[config.mk]
export PLATFORM = sky130hd
export DESIGN_NAME = uart_rx_cfg
export DESIGN_NICKNAME = d
export VERILOG_FILES = /design/src/rtl/uart_pkg.sv /design/src/rtl/uart_rx_vote.sv /design/src/rtl/uart_rx_cfg.sv
export SDC_FILE = /design/constraint.sdc
export NUM_CORES = 1
export LEC_CHECK = 0
export CORE_MARGIN = 10
export CORE_UTILIZATION = 50
export DETAILED_ROUTE_END_ITERATION = 6
export HOLD_SLACK_MARGIN = 0.03
export PLACE_DENSITY_LB_ADDON = 0.3
export SETUP_SLACK_MARGIN = 0.02
export SLEW_MARGIN = 15
export SYNTH_ARGS = -nofsm -noshare
export SYNTH_HDL_FRONTEND = slang
export SYNTH_SLANG_ARGS = --single-unit
[constraint.sdc]
create_clock -name clk -period 4.12 [get_ports clk]
set_input_delay 0.824 -clock clk [delete_from_list [all_inputs] [get_ports clk]]
set_output_delay 0.824 -clock clk [all_outputs]
set_load 0.02 [all_outputs]
[src/rtl/uart_pkg.sv]
// Shared definitions for the configurable UART receiver.
//   rx_state_e  : receiver FSM states
//   parity_e    : parity-type encoding of the par_ty input
//   MAX_BITS_*  : legal range of the MAX_BITS parameter
//   clamp_len() : folds a raw data_len request into the legal range
package uart_pkg;

    typedef enum logic [2:0] {
        IDLE,
        START,
        DATA,
        PARITY,
        STOP,
        BRK_WAIT
    } rx_state_e;

    typedef enum logic {
        PAR_EVEN = 1'b0,
        PAR_ODD  = 1'b1
    } parity_e;

    localparam int MAX_BITS_MIN = 5;
    localparam int MAX_BITS_MAX = 9;

    // Requests below the minimum become the minimum, requests above the
    // instance maximum become that maximum.
    function automatic logic [3:0] clamp_len(input logic [3:0] len,
                                             input logic [3:0] max_len);
        if (len < 4'(MAX_BITS_MIN)) begin
            return 4'(MAX_BITS_MIN);
        end
        if (len > max_len) begin
            return max_len;
        end
        return len;
    endfunction

endpackage

[src/rtl/uart_rx_vote.sv]
// Line conditioning for the UART receiver: 2-flop synchroniser followed by
// a 3-sample majority voter around the bit centre.
//   clk, rst   : system clock, asynchronous active-low reset
//   os_tick    : oversample strobe
//   cnt        : current oversample position within the bit
//   rx         : raw asynchronous serial line
//   rx_sync    : synchronised line
//   vote       : majority of the samples at OSR/2-1, OSR/2 and the current
//                synced value; meaningful on the tick where cnt = OSR/2+1
module uart_rx_vote #(
    parameter int OSR   = 16,
    parameter int CNT_W = 4
) (
    input  logic             clk,
    input  logic             rst,
    input  logic             os_tick,
    input  logic [CNT_W-1:0] cnt,
    input  logic             rx,
    output logic             rx_sync,
    output logic             vote
);

    localparam logic [CNT_W-1:0] CNT_V0 = CNT_W'(OSR / 2 - 1);
    localparam logic [CNT_W-1:0] CNT_V1 = CNT_W'(OSR / 2);

    logic sync1_q, sync1_d;
    logic sync2_q, sync2_d;
    logic v0_q, v0_d;
    logic v1_q, v1_d;

    always_comb begin
        sync1_d = rx;
        sync2_d = sync1_q;
        v0_d    = v0_q;
        v1_d    = v1_q;
        if (os_tick && (cnt == CNT_V0)) begin
            v0_d = sync2_q;
        end
        if (os_tick && (cnt == CNT_V1)) begin
            v1_d = sync2_q;
        end
    end

    // Idle-high reset values so a reset never looks like a start edge.
    always_ff @(posedge clk or negedge rst) begin
        if (!rst) begin
            sync1_q <= 1'b1;
            sync2_q <= 1'b1;
            v0_q    <= 1'b1;
            v1_q    <= 1'b1;
        end else begin
            sync1_q <= sync1_d;
            sync2_q <= sync2_d;
            v0_q    <= v0_d;
            v1_q    <= v1_d;
        end
    end

    // The third vote is the live synced sample so the decision is available
    // on the same tick that takes it.
    assign rx_sync = sync2_q;
    assign vote    = (v0_q & v1_q) | (v0_q & sync2_q) | (v1_q & sync2_q);

endmodule

[src/rtl/uart_rx_cfg.sv]
// Runtime-configurable UART receiver (5..MAX_BITS data bits, optional
// even/odd parity, 1 or 2 stop bits) with break detection and a valid/ready
// holding register with overrun detection.
//   clk, rst        : system clock, asynchronous active-low reset
//   os_tick         : oversample strobe, OSR per bit period
//   rx              : asynchronous serial line, idle high
//   data_len, par_en, par_ty, stop2 : frame format, latched at start detect
//   rx_ready        : consumer accepts the held word
//   rx_data         : received word, right-justified, upper bits zero
//   rx_valid        : holding register full
//   parity_error, framing_error : qualify rx_data while rx_valid
//   overrun_error   : pulse, frame dropped because the holder was full
//   break_detect    : pulse, all-zero frame including first stop bit
//   busy            : FSM not idle
module uart_rx_cfg
    import uart_pkg::*;
#(
    parameter int OSR      = 16,
    parameter int MAX_BITS = 9
) (
    input  logic                clk,
    input  logic                rst,
    input  logic                os_tick,
    input  logic                rx,
    input  logic [3:0]          data_len,
    input  logic                par_en,
    input  logic                par_ty,
    input  logic                stop2,
    input  logic                rx_ready,
    output logic [MAX_BITS-1:0] rx_data,
    output logic                rx_valid,
    output logic                parity_error,
    output logic                framing_error,
    output logic                overrun_error,
    output logic                break_detect,
    output logic                busy
);

    localparam int CNT_W   = $clog2(OSR);
    localparam int LEN_MAX = (MAX_BITS > MAX_BITS_MAX) ? MAX_BITS_MAX : MAX_BITS;
    localparam logic [CNT_W-1:0] CNT_LAST = CNT_W'(OSR - 1);
    localparam logic [CNT_W-1:0] CNT_DEC  = CNT_W'(OSR / 2 + 1);

    rx_state_e state_q, state_d;
    logic [CNT_W-1:0]    cnt_q, cnt_d;
    logic [3:0]          idx_q, idx_d;
    logic [MAX_BITS-1:0] shift_q, shift_d;
    logic [3:0]          len_q, len_d;
    logic                cfg_par_en_q, cfg_par_en_d;
    logic                cfg_par_ty_q, cfg_par_ty_d;
    logic                cfg_stop2_q, cfg_stop2_d;
    logic                perr_q, perr_d;
    logic                ferr_q, ferr_d;
    logic                par_bit_q, par_bit_d;
    logic                stop_idx_q, stop_idx_d;
    logic                first_stop_q, first_stop_d;

    logic [MAX_BITS-1:0] data_q, data_d;
    logic                valid_q, valid_d;
    logic                perr_out_q, perr_out_d;
    logic                ferr_out_q, ferr_out_d;
    logic                ovr_q, ovr_d;
    logic                brk_q, brk_d;

    logic rx_sync;
    logic vote;
    logic at_last;
    logic decide;
    logic exp_par;
    logic first_zero;
    logic frame_done;
    logic frame_brk;
    logic frame_ferr;
    logic load;
    logic [MAX_BITS-1:0] bit_sel;

    uart_rx_vote #(
        .OSR   (OSR),
        .CNT_W (CNT_W)
    ) u_vote (
        .clk     (clk),
        .rst     (rst),
        .os_tick (os_tick),
        .cnt     (cnt_q),
        .rx      (rx),
        .rx_sync (rx_sync),
        .vote    (vote)
    );

    // One-hot write strobe for the data bit currently being received.
    for (genvar gi = 0; gi < MAX_BITS; gi++) begin : g_bit_sel
        assign bit_sel[gi] = (idx_q == 4'(gi));
    end

    assign at_last    = (cnt_q == CNT_LAST);
    assign decide     = (cnt_q == CNT_DEC);
    // Bits above len are still zero, so reducing the full register is safe.
    assign exp_par    = (^shift_q) ^ (cfg_par_ty_q == PAR_ODD);
    assign first_zero = stop_idx_q ? ~first_stop_q : ~vote;

    always_comb begin
        state_d      = state_q;
        cnt_d        = cnt_q;
        idx_d        = idx_q;
        shift_d      = shift_q;
        len_d        = len_q;
        cfg_par_en_d = cfg_par_en_q;
        cfg_par_ty_d = cfg_par_ty_q;
        cfg_stop2_d  = cfg_stop2_q;
        perr_d       = perr_q;
        ferr_d       = ferr_q;
        par_bit_d    = par_bit_q;
        stop_idx_d   = stop_idx_q;
        first_stop_d = first_stop_q;
        frame_done   = 1'b0;
        frame_brk    = 1'b0;
        frame_ferr   = ferr_q;

        if (os_tick) begin
            if (state_q != IDLE) begin
                cnt_d = at_last ? '0 : cnt_q + CNT_W'(1);
            end
            case (state_q)
                IDLE: begin
                    if (!rx_sync) begin
                        state_d      = START;
                        cnt_d        = '0;
                        idx_d        = '0;
                        shift_d      = '0;
                        len_d        = clamp_len(data_len, 4'(LEN_MAX));
                        cfg_par_en_d = par_en;
                        cfg_par_ty_d = par_ty;
                        cfg_stop2_d  = stop2;
                        perr_d       = 1'b0;
                        ferr_d       = 1'b0;
                        par_bit_d    = 1'b0;
                        stop_idx_d   = 1'b0;
                        first_stop_d = 1'b1;
                    end
                end
                START: begin
                    if (decide && vote) begin
                        state_d = IDLE;
                        cnt_d   = '0;
                    end else if (at_last) begin
                        state_d = DATA;
                        idx_d   = '0;
                    end
                end
                DATA: begin
                    if (decide) begin
                        shift_d = shift_q | (bit_sel & {MAX_BITS{vote}});
                    end
                    if (at_last) begin
                        if (idx_q == len_q - 4'd1) begin
                            state_d    = cfg_par_en_q ? PARITY : STOP;
                            stop_idx_d = 1'b0;
                        end else begin
                            idx_d = idx_q + 4'd1;
                        end
                    end
                end
                PARITY: begin
                    if (decide) begin
                        par_bit_d = vote;
                        if (vote != exp_par) begin
                            perr_d = 1'b1;
                        end
                    end
                    if (at_last) begin
                        state_d    = STOP;
                        stop_idx_d = 1'b0;
                    end
                end
                STOP: begin
                    if (decide) begin
                        frame_ferr = ferr_q | ~vote;
                        ferr_d     = frame_ferr;
                        if (cfg_stop2_q && !stop_idx_q) begin
                            first_stop_d = vote;
                        end else begin
                            // Finish mid-bit so the next start edge is not missed.
                            frame_done = 1'b1;
                            frame_brk  = (shift_q == '0) && (!cfg_par_en_q || !par_bit_q)
                                         && first_zero;
                            state_d    = frame_brk ? BRK_WAIT : IDLE;
                            cnt_d      = '0;
                        end
                    end
                    if (at_last && !stop_idx_q) begin
                        stop_idx_d = 1'b1;
                    end
                end
                BRK_WAIT: begin
                    if (rx_sync) begin
                        state_d = IDLE;
                        cnt_d   = '0;
                    end
                end
                default: begin
                    state_d = IDLE;
                    cnt_d   = '0;
                end
            endcase
        end
    end

    // Holding register: a completed frame either loads (holder empty or
    // being drained this cycle) or is dropped as an overrun.
    always_comb begin
        data_d     = data_q;
        valid_d    = valid_q;
        perr_out_d = perr_out_q;
        ferr_out_d = ferr_out_q;
        load       = frame_done && !frame_brk && (!valid_q || rx_ready);
        ovr_d      = frame_done && !frame_brk && valid_q && !rx_ready;
        brk_d      = frame_done && frame_brk;
        if (load) begin
            data_d     = shift_q;
            perr_out_d = perr_q;
            ferr_out_d = frame_ferr;
            valid_d    = 1'b1;
        end else if (valid_q && rx_ready) begin
            valid_d = 1'b0;
        end
    end

    always_ff @(posedge clk or negedge rst) begin
        if (!rst) begin
            state_q      <= IDLE;
            cnt_q        <= '0;
            idx_q        <= '0;
            shift_q      <= '0;
            len_q        <= 4'(MAX_BITS_MIN);
            cfg_par_en_q <= 1'b0;
            cfg_par_ty_q <= 1'b0;
            cfg_stop2_q  <= 1'b0;
            perr_q       <= 1'b0;
            ferr_q       <= 1'b0;
            par_bit_q    <= 1'b0;
            stop_idx_q   <= 1'b0;
            first_stop_q <= 1'b1;
            data_q       <= '0;
            valid_q      <= 1'b0;
            perr_out_q   <= 1'b0;
            ferr_out_q   <= 1'b0;
            ovr_q        <= 1'b0;
            brk_q        <= 1'b0;
        end else begin
            state_q      <= state_d;
            cnt_q        <= cnt_d;
            idx_q        <= idx_d;
            shift_q      <= shift_d;
            len_q        <= len_d;
            cfg_par_en_q <= cfg_par_en_d;
            cfg_par_ty_q <= cfg_par_ty_d;
            cfg_stop2_q  <= cfg_stop2_d;
            perr_q       <= perr_d;
            ferr_q       <= ferr_d;
            par_bit_q    <= par_bit_d;
            stop_idx_q   <= stop_idx_d;
            first_stop_q <= first_stop_d;
            data_q       <= data_d;
            valid_q      <= valid_d;
            perr_out_q   <= perr_out_d;
            ferr_out_q   <= ferr_out_d;
            ovr_q        <= ovr_d;
            brk_q        <= brk_d;
        end
    end

    assign rx_data       = data_q;
    assign rx_valid      = valid_q;
    assign parity_error  = perr_out_q;
    assign framing_error = ferr_out_q;
    assign overrun_error = ovr_q;
    assign break_detect  = brk_q;
    assign busy          = (state_q != IDLE);

endmodule

==> results.yml <==
yosys:
  synthCells: 271
  post_synth_top_area_cell: "sky130_fd_sc_hd__dfrtp_1"
  yosys_most_used_dff: "sky130_fd_sc_hd__dfrtp_1"
  netlist_top_cells_count: "sky130_fd_sc_hd__dfrtp_1, sky130_fd_sc_hd__nand2_1, sky130_fd_sc_hd__inv_1"
  async_flop_share_pct: 100
  synth.ff_latch_count: 50
  synth-seq-area-share_pct: 46.7
  mappedNetlistArea_mm2: 0.00270
  synth.most_common_cell: "sky130_fd_sc_hd__dfrtp_1"
  synth_area_per_cell_um2: 9.96
  synth_cell_types: 53
  synth.yosys.warnings: 0
  portion_of_synthesized_cell_area_occupied_by_the_leading_cell_type_pct: 39.9
  synth.top_cells.by_area: "sky130_fd_sc_hd__dfrtp_1, sky130_fd_sc_hd__dfstp_2, sky130_fd_sc_hd__ha_1, sky130_fd_sc_hd__mux2_4, sky130_fd_sc_hd__nand2_1"
  net_count_after_synthesis: 295
  synth_enable_flop_cells: 0
placed_design:
  place.detailed.hpwl_mm: 3.98
  dpl_worst_slack_ns: 1.12
  replace_congestion: 0.896
  io_buffers: 26
sta:
  crit_path_setup_slack_layout_ns: 1.43
  fin_crit_sh_pct: 65.4
  worst_hold_slack_ns: 0.359
  rsz_0062_raised_after_global_routing: "false"
  period_minus_slack_ns: 2.69
  worst_slew_margin_rel_pct: 50.6
  worst_clock_skew_ns: 0.00867
  max_slew_violation_count: 0
  timing.final.hold_violations: 0
  finalSetupViolCount: 0
  worst-slew-pin-transition_ns: 0.738
  fin_tns_setup_ns: 0
  max_freq_mhz: 371
layout:
  filler_cell_count: 427
  layout-drive-gt1-share_pct: 12.2
  layout.nets: 319
  area_growth_pct: 15.5
  insertedDiodeCount: 0
pwr:
  sw_frac_of_total_pct: 36.3
  power.density_mw_per_mm2: 501
  power.leakage_nw: 1.44
  p_comb_share_pct: 34.0
  power.ir.vdd_worst_uv: 272
  switching_pwr_mw: 0.567
  power.share.clock_pct: 22.0
  intPower_mw: 0.996
  p_seq_share_pct: 43.9
clock_tree:
  clock_pin_slew_on_the_worst_setup_and_hold_paths_ns: 0.09
  ctsLongestPathBuffers: 2
  cts.sink_count: 50
  cts_inserted_buffers: 5
  ctsResizeCount: 0
  tritoncts: "yes"
  clk-insertion-delay-late_ns: 0.30
  post_cts.repair.setup_buffers: 0
  cts_hold_repair.buffers: 0
  deepest_level_of_the_cts_h_tree: 2
  clk_root_buffer_cell: "sky130_fd_sc_hd__clkbuf_8"
grt:
  grt_usage_pct: 12.9
  grt_max_degree: 51
  globalRouteOverflowTotal: 0
  grt_first_pass_wirelength_mm: 9.34
  grt_pass1_vias: 1982
  grt_antenna_before_repair: 0
route:
  detail_route.first_pass.iterations: 4
  detail_route.drc_violations: 0
  detail_route.iter0.violations: 77
  final_antenna_net_count: 0
  avgRoutedWirePerCell_um: 14.7
  routed_via_density: 5.57
  drt_wl_total_mm: 5.37
  num_vias: 2037
setup_path:
  startpoint_type: "flip-flop"
  required_arrival_time_at_the_worst_endpoint_ns: 3.30
  worst-path-max-fanout: 11
  endpoint_kind: "output pin"
  timing.critical_path.to: "busy"
  timing.reg2reg.worst_path_depth: 5
  timing.setup.critical_path_class: "flip-flop to output pin"
  r2r-end: "rx_data[0]$_DFFE_PN0P_"
  crit_start: "state_q[0]$_DFFE_PN0P_"
  crit-reg2reg-launch: "u_vote.rx_sync$_DFF_PN1_"
  setup.reg_to_reg.worst_slack_ns: 1.54
  critPathArrivalTime_ns: 1.87
floorplan:
  die_h_um: 93.5
  die_w_um: 93.5
  starting_density_of_the_core_pct: 52.2
  dieArea_mm2: 0.00874
  placement_rows: 26
  floorplan.core_area_mm2: 0.00517
  ioPinCount: 27
status:
  status: "complete, no violations"
job:
  total_of_max_cap_violations: 0
worst_hold_path:
  min-delay-path-class: "flip-flop to flip-flop"
  hold_path_depth: 0
==> kinds of logic (layout without fill, tap and decap cells) <==
family	count (synthesis)	in the layout	synth area share [%]
buffers and inverters	33	58	4.96
AOI/OAI and AO/OA	54	54	13.1
adders and majority gates	13	13	5.98
muxes	17	17	8.11
and+or+nand+nor	92	92	16.8
xor gates and xnor gates	12	12	4.45
DFF	50	50	46.7
==> placed cells by master (no fill, tap or decap), types with 3 or more instances in the layout <==
cell type	count
sky130_fd_sc_hd__mux2_2	3
sky130_fd_sc_hd__xor2_1	3
sky130_fd_sc_hd__ha_1	12
sky130_fd_sc_hd__a31oi_1	5
sky130_fd_sc_hd__a21oi_1	14
sky130_fd_sc_hd__dfstp_2	7
sky130_fd_sc_hd__nand3_1	8
sky130_fd_sc_hd__nor2b_1	3
sky130_fd_sc_hd__mux2_4	9
sky130_fd_sc_hd__buf_4	3
sky130_fd_sc_hd__o21ai_0	12
sky130_fd_sc_hd__a21o_1	3
sky130_fd_sc_hd__inv_1	22
sky130_fd_sc_hd__mux2i_1	5
sky130_fd_sc_hd__nand2b_1	5
sky130_fd_sc_hd__nand2_1	32
sky130_fd_sc_hd__nor2_1	21
sky130_fd_sc_hd__or3b_2	3
sky130_fd_sc_hd__clkbuf_8	5
sky130_fd_sc_hd__dfrtp_1	43
sky130_fd_sc_hd__nor3_1	5
sky130_fd_sc_hd__clkdlybuf4s50_1	25
sky130_fd_sc_hd__xnor2_1	8
==> stage by stage <==
stage	cell area (um2)	std cells	utilization (%)	power (mW)
after floorplan	2700	271	-	1.08
after global placement	3010	358	58.1	1.21
after detailed placement	3010	358	58.1	1.23
after CTS	3120	366	60.3	1.57
after global routing	3120	366	60.3	1.68
final	3120	366	60.3	1.56
==> worst min-delay path by stage <==
stage | startpoint | endpoint | slack [ns]
after floorplan | u_vote.sync1_q$_DFF_PN1_ | u_vote.rx_sync$_DFF_PN1_ | 0.35
after global placement | u_vote.sync1_q$_DFF_PN1_ | u_vote.rx_sync$_DFF_PN1_ | 0.35
after detailed placement | u_vote.sync1_q$_DFF_PN1_ | u_vote.rx_sync$_DFF_PN1_ | 0.35
after CTS | u_vote.sync1_q$_DFF_PN1_ | u_vote.rx_sync$_DFF_PN1_ | 0.36
after global routing | u_vote.sync1_q$_DFF_PN1_ | u_vote.rx_sync$_DFF_PN1_ | 0.37
final | u_vote.sync1_q$_DFF_PN1_ | u_vote.rx_sync$_DFF_PN1_ | 0.36
==> layer usage <==
layer / track usage [%] / share of wire [%] / vias up
li1: - / - / 984
met1: 17.5 / 46 / 980
met2: 19.5 / 45 / 66
met3: 3.04 / 7.2 / 7
met4: 4.63 / 1.1 / 0
met5: 0 / 0 / -
==> power groups by stage <==
| stage | Clock (mW) | Sequential (mW) | Combinational (mW) |
|---|---|---|---|
| CTS | 0.352 | 0.684 | 0.535 |
| floorplan | 0 | 0.642 | 0.441 |
| detailed placement | 0 | 0.693 | 0.532 |
| finish | 0.344 | 0.687 | 0.532 |
| global route | 0.371 | 0.703 | 0.602 |
| global placement | 0 | 0.692 | 0.521 |
==> sequential cells by signal (all words and copies together), names as in the netlist, 3 cells and up <==
name and flops:
rx_data 9, idx_q 4, cnt_q 4, len_q 4, shift_q 9, state_q 3
==> critical path: stages (launching register included) <==
cell,delay [ns]
sky130_fd_sc_hd__dfrtp_1,0.50
sky130_fd_sc_hd__nor2_1,0.31
sky130_fd_sc_hd__nand2_1,0.19
sky130_fd_sc_hd__clkdlybuf4s50_1,0.58
==> layout make-up <==
cell class                      count  area [um2]  share of cell area, %
Timing Repair Buffer               28         273                   8.74
Multi-Input combinational cell    188        1310                   41.9
Clock buffer                        6        72.6                   2.33
Sequential cell                    50        1260                   40.4
Clock inverter                      2        37.5                   1.20
Inverter                           22        82.6                   2.65
Tap cell                           70        87.6                   2.81
Power figures use the tool's default switching activity.
